`config.mk`:
```
export PLATFORM = sky130hd
export DESIGN_NAME = cache_mem_arbiter
export DESIGN_NICKNAME = d
export VERILOG_FILES = /design/src/rtl/cache_mem_arbiter_pkg.sv /design/src/rtl/cache_mem_arbiter.sv
export SDC_FILE = /design/constraint.sdc
export NUM_CORES = 1
export LEC_CHECK = 0
export BUFFER_PORTS_ARGS = -buffer_cell sky130_fd_sc_hd__buf_4
export CAP_MARGIN = 20
export CORE_UTILIZATION = 49
export DETAILED_ROUTE_END_ITERATION = 8
export GPL_ROUTABILITY_DRIVEN = 0
export PLACE_DENSITY = 0.78
export SYNTH_ARGS = -nofsm -noshare
export SYNTH_HDL_FRONTEND = slang
export SYNTH_SLANG_ARGS = --single-unit
```
`constraint.sdc`:
```
create_clock -name CLK -period 7.95 [get_ports CLK]
set_clock_uncertainty 0.1 [all_clocks]
set_input_delay 0 -clock CLK [delete_from_list [all_inputs] [get_ports CLK]]
set_output_delay 0 -clock CLK [all_outputs]
set_load 0.1 [all_outputs]
```
`src/rtl/cache_mem_arbiter_pkg.sv`:
```
// Shared types for the cache/RAM arbiter: word and RAM handshake types, arbiter
// states, and the dcache address field layout used to build block base addresses.
package cache_mem_arbiter_pkg;
  localparam int WORD_W     = 32;
  localparam int DBLK_W     = 1;
  localparam int DBLK_WORDS = 2**DBLK_W;
  localparam int BYT_W      = 2;
  localparam int IDX_W      = 3;
  localparam int TAG_W      = WORD_W - IDX_W - DBLK_W - BYT_W;

  typedef logic [WORD_W-1:0] word_t;

  typedef enum logic [1:0] {
    FREE   = 2'd0,
    BUSY   = 2'd1,
    ACCESS = 2'd2,
    ERROR  = 2'd3
  } ramstate_t;

  typedef enum logic [2:0] {
    IDLE, IRD, DRD0, DRD1, DWR0, DWR1, IDONE, DDONE
  } memarb_state_t;

  typedef struct packed {
    logic [TAG_W-1:0]  tag;
    logic [IDX_W-1:0]  idx;
    logic [DBLK_W-1:0] blkoff;
    logic [BYT_W-1:0]  bytoff;
  } dcachef_t;

  localparam word_t WORD_BYTES = word_t'(4);

  // States that own the RAM port and drive exactly one strobe.
  function automatic logic is_active(input memarb_state_t s);
    return (s == IRD) || (s == DRD0) || (s == DRD1) || (s == DWR0) || (s == DWR1);
  endfunction
endpackage

```
`src/rtl/cache_mem_arbiter.sv`:
```
// Single-port RAM arbiter between icache (1-word refills) and dcache (2-word
// fills/writebacks). All RAM-side signals and load data are registered.
module cache_mem_arbiter
  import cache_mem_arbiter_pkg::*;
#(
  parameter int ADDR_W    = 32,
  parameter int BLK_WORDS = 2
) (
  input  logic                         CLK,
  input  logic                         RST,
  input  logic                         iREN,
  input  logic [ADDR_W-1:0]            iaddr,
  output logic                         iwait,
  output word_t                        iload,
  input  logic                         dREN,
  input  logic                         dWEN,
  input  logic [ADDR_W-1:0]            daddr,
  input  word_t [BLK_WORDS-1:0]        dstore,
  output logic                         dwait,
  output word_t [BLK_WORDS-1:0]        dload,
  output logic                         ramREN,
  output logic                         ramWEN,
  output logic [ADDR_W-1:0]            ramaddr,
  output word_t                        ramstore,
  input  word_t                        ramload,
  input  ramstate_t                    ramstate,
  output logic                         ram_err
);

  memarb_state_t         state, state_n;
  logic                  ren_n, wen_n, err_n, last_d, last_d_n;
  word_t                 addr_n, store_n, iload_n, base_q, base_n, dhi_q, dhi_n;
  word_t [BLK_WORDS-1:0] dload_n;
  logic                  grant_i, dreq;
  dcachef_t              dfield;
  word_t                 dbase;
  logic                  unused_offs;

  assign dfield      = dcachef_t'(daddr);
  assign dbase       = {dfield.tag, dfield.idx, {(DBLK_W+BYT_W){1'b0}}};
  assign unused_offs = ^{dfield.blkoff, dfield.bytoff};

  // Dcache wins unless it was served last and the icache is waiting.
  assign dreq    = dREN | dWEN;
  assign grant_i = iREN & (last_d | ~dreq);

  assign iwait = ~(state == IDONE);
  assign dwait = ~(state == DDONE);

  always_comb begin
    state_n  = state;
    ren_n    = ramREN;
    wen_n    = ramWEN;
    addr_n   = ramaddr;
    store_n  = ramstore;
    iload_n  = iload;
    dload_n  = dload;
    base_n   = base_q;
    dhi_n    = dhi_q;
    last_d_n = last_d;
    err_n    = ram_err;

    unique case (state)
      IDLE: begin
        if (grant_i) begin
          state_n = IRD;
          ren_n   = 1'b1;
          addr_n  = iaddr;
        end else if (dWEN) begin
          // A combined read+write request is a writeback; the fill comes later.
          state_n = DWR0;
          wen_n   = 1'b1;
          base_n  = dbase;
          addr_n  = dbase;
          store_n = dstore[0];
          dhi_n   = dstore[1];
        end else if (dREN) begin
          state_n = DRD0;
          ren_n   = 1'b1;
          base_n  = dbase;
          addr_n  = dbase;
        end
      end
      IRD: if (ramstate == ACCESS) begin
        iload_n = ramload;
        ren_n   = 1'b0;
        state_n = IDONE;
      end
      DRD0: if (ramstate == ACCESS) begin
        dload_n[0] = ramload;
        addr_n     = base_q + WORD_BYTES;
        state_n    = DRD1;
      end
      DRD1: if (ramstate == ACCESS) begin
        dload_n[1] = ramload;
        ren_n      = 1'b0;
        state_n    = DDONE;
      end
      DWR0: if (ramstate == ACCESS) begin
        addr_n  = base_q + WORD_BYTES;
        store_n = dhi_q;
        state_n = DWR1;
      end
      DWR1: if (ramstate == ACCESS) begin
        wen_n   = 1'b0;
        state_n = DDONE;
      end
      IDONE: begin
        last_d_n = 1'b0;
        state_n  = IDLE;
      end
      DDONE: begin
        last_d_n = 1'b1;
        state_n  = IDLE;
      end
      default: state_n = IDLE;
    endcase

    // ERROR leaves state and strobes untouched, so the same word is retried.
    if (is_active(state) && (ramstate == ERROR))
      err_n = 1'b1;
  end

  always_ff @(posedge CLK or posedge RST) begin
    if (RST) begin
      state    <= IDLE;
      ramREN   <= 1'b0;
      ramWEN   <= 1'b0;
      ramaddr  <= '0;
      ramstore <= '0;
      iload    <= '0;
      dload    <= '0;
      base_q   <= '0;
      dhi_q    <= '0;
      last_d   <= 1'b0;
      ram_err  <= 1'b0;
    end else begin
      state    <= state_n;
      ramREN   <= ren_n;
      ramWEN   <= wen_n;
      ramaddr  <= addr_n;
      ramstore <= store_n;
      iload    <= iload_n;
      dload    <= dload_n;
      base_q   <= base_n;
      dhi_q    <= dhi_n;
      last_d   <= last_d_n;
      ram_err  <= err_n;
    end
  end

endmodule
```
==> metrics.md <==
| Metric | Value |
|---|---|
| Mapped Area | `9722 sq um` |
| F_max | `0.3419 GHz` |
| Post-Route WL | `30010 um` |
| Initial antenna violation count | `1` |
| Remaining Overflow, GRT | `0` |
| Clk slew on worst S/H paths | `60 ps` |
| All-Layer GR Usage | `28.86%` |
| CP Capture Type | `register` |
| Initial Utilization | `49.95%` |
| TNS Setup | `0 ps` |
| Share of cells above drive strength 1 | `51.42%` |
| Commonest non-fill, non-tap cell in the layout | `buf_4` |
| Ys flop type | `dfrtp_1` |
| Global-route wire length before repair | `45310 um` |
| RSZ-0062 raised after global routing | `false` |
| Synth Net Count | `869` |
| Minimum clock period | `2925 ps` |
| Final Max Tran Viols | `0` |
| Max Cap Violations | `0` |
| Mean Syn Cell Area | `13.85 sq um` |
| CTS tree | `built` |
| CP Launch Type | `register` |
| Post-synth cell types | `40` |
| Crit path DAT | `3260 ps` |
| Cells on worst reg2reg path | `6` |
| Footprint of the multi-input gates | `3774 sq um` |
| Post-synth top area cell | `dfrtp_1` |
| Async S/R FF share, synth | `100.0%` |
| Vias per inst | `5.375` |
| 1st-pass router iterations | `6` |
| Remaining DRCs | `0` |
| WL per Instance | `20.50 um` |
| Die Area | `20410 sq um` |
| 1st-iter DRT viols | `290` |
| Clock buffer count from CTS | `24` |
| Most frequent cells in the layout | `341 x buf_4, 228 x dfrtp_1, 220 x mux2_2, 164 x dlygate4sd3_1, 33 x o21ai_0` |
| Core footprint | `19460 sq um` |
| Endpoints failing hold | `0` |
| Worst Setup SP | `state[1]` |
| PortBufs | `328` |
| EDFF count, synth | `0` |
| FF+latch count, synth | `228` |
| Register area | `5705 sq um` |
| CTS root buf | `clkbuf_16` |
| Critical R2R Launch | `state[1]` |
| Cells after Synth | `702` |
| Worst-margin pin slew | `1020 ps` |
| Top post-synthesis cells by area | `dfrtp_1 59%, mux2_2 25%, a211oi_1 2.2%` |
| Share of the synthesized area in the top cell type | `58.69%` |
| Final period utilization | `36.79%` |
| Post-CTS Setup Inserts | `0` |
| Worst path required time | `8280 ps` |
| Hpwl dp | `16650 um` |
| Critical Path End | `ramaddr[2]` |
| Die Height | `142.9 um` |
| Tightest Hold Check Type | `primary input to register` |
| Yosys warns | `0` |
| Nets | `1348` |
| # clock sinks | `228` |
| Area Overhead vs Synth | `53.44%` |
| Top Ports | `332` |
| Die W | `142.9 um` |
| Worst rel slew slack | `31.83%` |
| Crit Path Max Fanout | `32` |
| Row cnt | `51` |
| Sequential share of the synthesized area | `58.69%` |
| Critical path type | `register to register` |
| DRT antenna net count | `0` |
| Skew-Pair Late Insertion Delay | `510 ps` |
| Final setup fails | `0` |
| DR vias | `7869` |
| Largest net degree at the start of global routing | `98` |
| Vias in the first global route | `8468` |
| Longest Clk Path Bufs | `3` |
| Max H-tree Level | `1` |
| Fillers | `1143` |
| Reg2reg setup slack | `5030 ps` |
| Hold path startpoint | `iREN` |
| Status | `completed` |
| Worst r2r dst | `ramaddr[2]` |
-- flip-flops by register name, indices dropped and copies added, names as in the netlist --
register  cells
base_q       29
ram_err       1
ramREN        1
dload        64
ramstore     32
iload        32
ramWEN        1
dhi_q        32
ramaddr      32
state         3
last_d        1
-- cell families after synthesis --
group | synth area share [%]
compound gates | 7.426
simple gates | 4.929
xor+xnor | 0.09011
mux | 25.83
buf+inv | 3.037
flops | 58.69
-- metal layers --
metal / track usage, % / vias to the layer above / share of wire [%]
met5: 0 / - / 0
met4: 12.62 / 0 / 4.0
met3: 6.774 / 79 / 7.5
met2: 50.85 / 368 / 51
met1: 33.53 / 3914 / 37
li1: - / 3508 / -
-- Yosys cell counts, drive strengths merged, types with 3 or more instances --
| cell type | instances |
|---|---|
| and3 | 29 |
| nor2b | 3 |
| o31ai | 29 |
| nand3 | 4 |
| o21bai | 3 |
| nor3 | 3 |
| nor2 | 32 |
| inv | 3 |
| nand2 | 7 |
| mux2 | 223 |
| a21oi | 3 |
| nor3b | 3 |
| o21ai | 34 |
| clkbuf | 17 |
| a211oi | 30 |
| dfrtp | 228 |
| buf | 35 |
-- critical path, cell delays in order (launching register included) --
cell	delay [ps]
dfrtp_1	760
xnor2_2	120
buf_4	270
nor2_4	700
a31oi_1	110
dlygate4sd3_1	620
o21ai_1	150
-- cell type report --
class                           instances  share of cell area [%]
Antenna cell                            1                 0.01678
Clock buffer                           33                   4.865
Clock inverter                         10                   1.057
Inverter                                3                  0.1258
Multi-Input combinational cell        419                   25.30
Sequential cell                       228                   38.25
Tap cell                              265                   2.223
Timing Repair Buffer                  505                   28.17
-- through the flow --
| stage | area (sq um) | hold WS [ps] | util (%) | setup WS, ps | std cells |
|---|---|---|---|---|---|
| floorplan | 9722 | 34.70 | - | 1602 | 702 |
| global placement | 12390 | 56.29 | 63.66 | 5213 | 1256 |
| detailed placement | 12390 | 49.64 | 63.66 | 5186 | 1256 |
| CTS | 14910 | 19.60 | 76.63 | 5129 | 1463 |
| global route | 14920 | 61.58 | 76.64 | 4933 | 1464 |
| finish | 14920 | 54.08 | 76.64 | 5025 | 1464 |
-- worst min path at each step --
stage,depth (start not counted),endpoint
2_1_floorplan,1,dload[11]
3_3_place_gp,2,dload[32]
5_1_grt,4,state[1]
4_1_cts,4,state[1]
6_report,4,state[1]
3_5_place_dp,2,dload[32]
-- what timing repair did --
item,CTS,global route
hold buffers,164,0
endpoints found under the setup margin,0,0
hold endpoints to repair,323,0
resized for setup,0,0
Power is left out: the tool's default activity adds up to more than one toggle a clock period on the data nets, which glitch-free logic cannot reach.
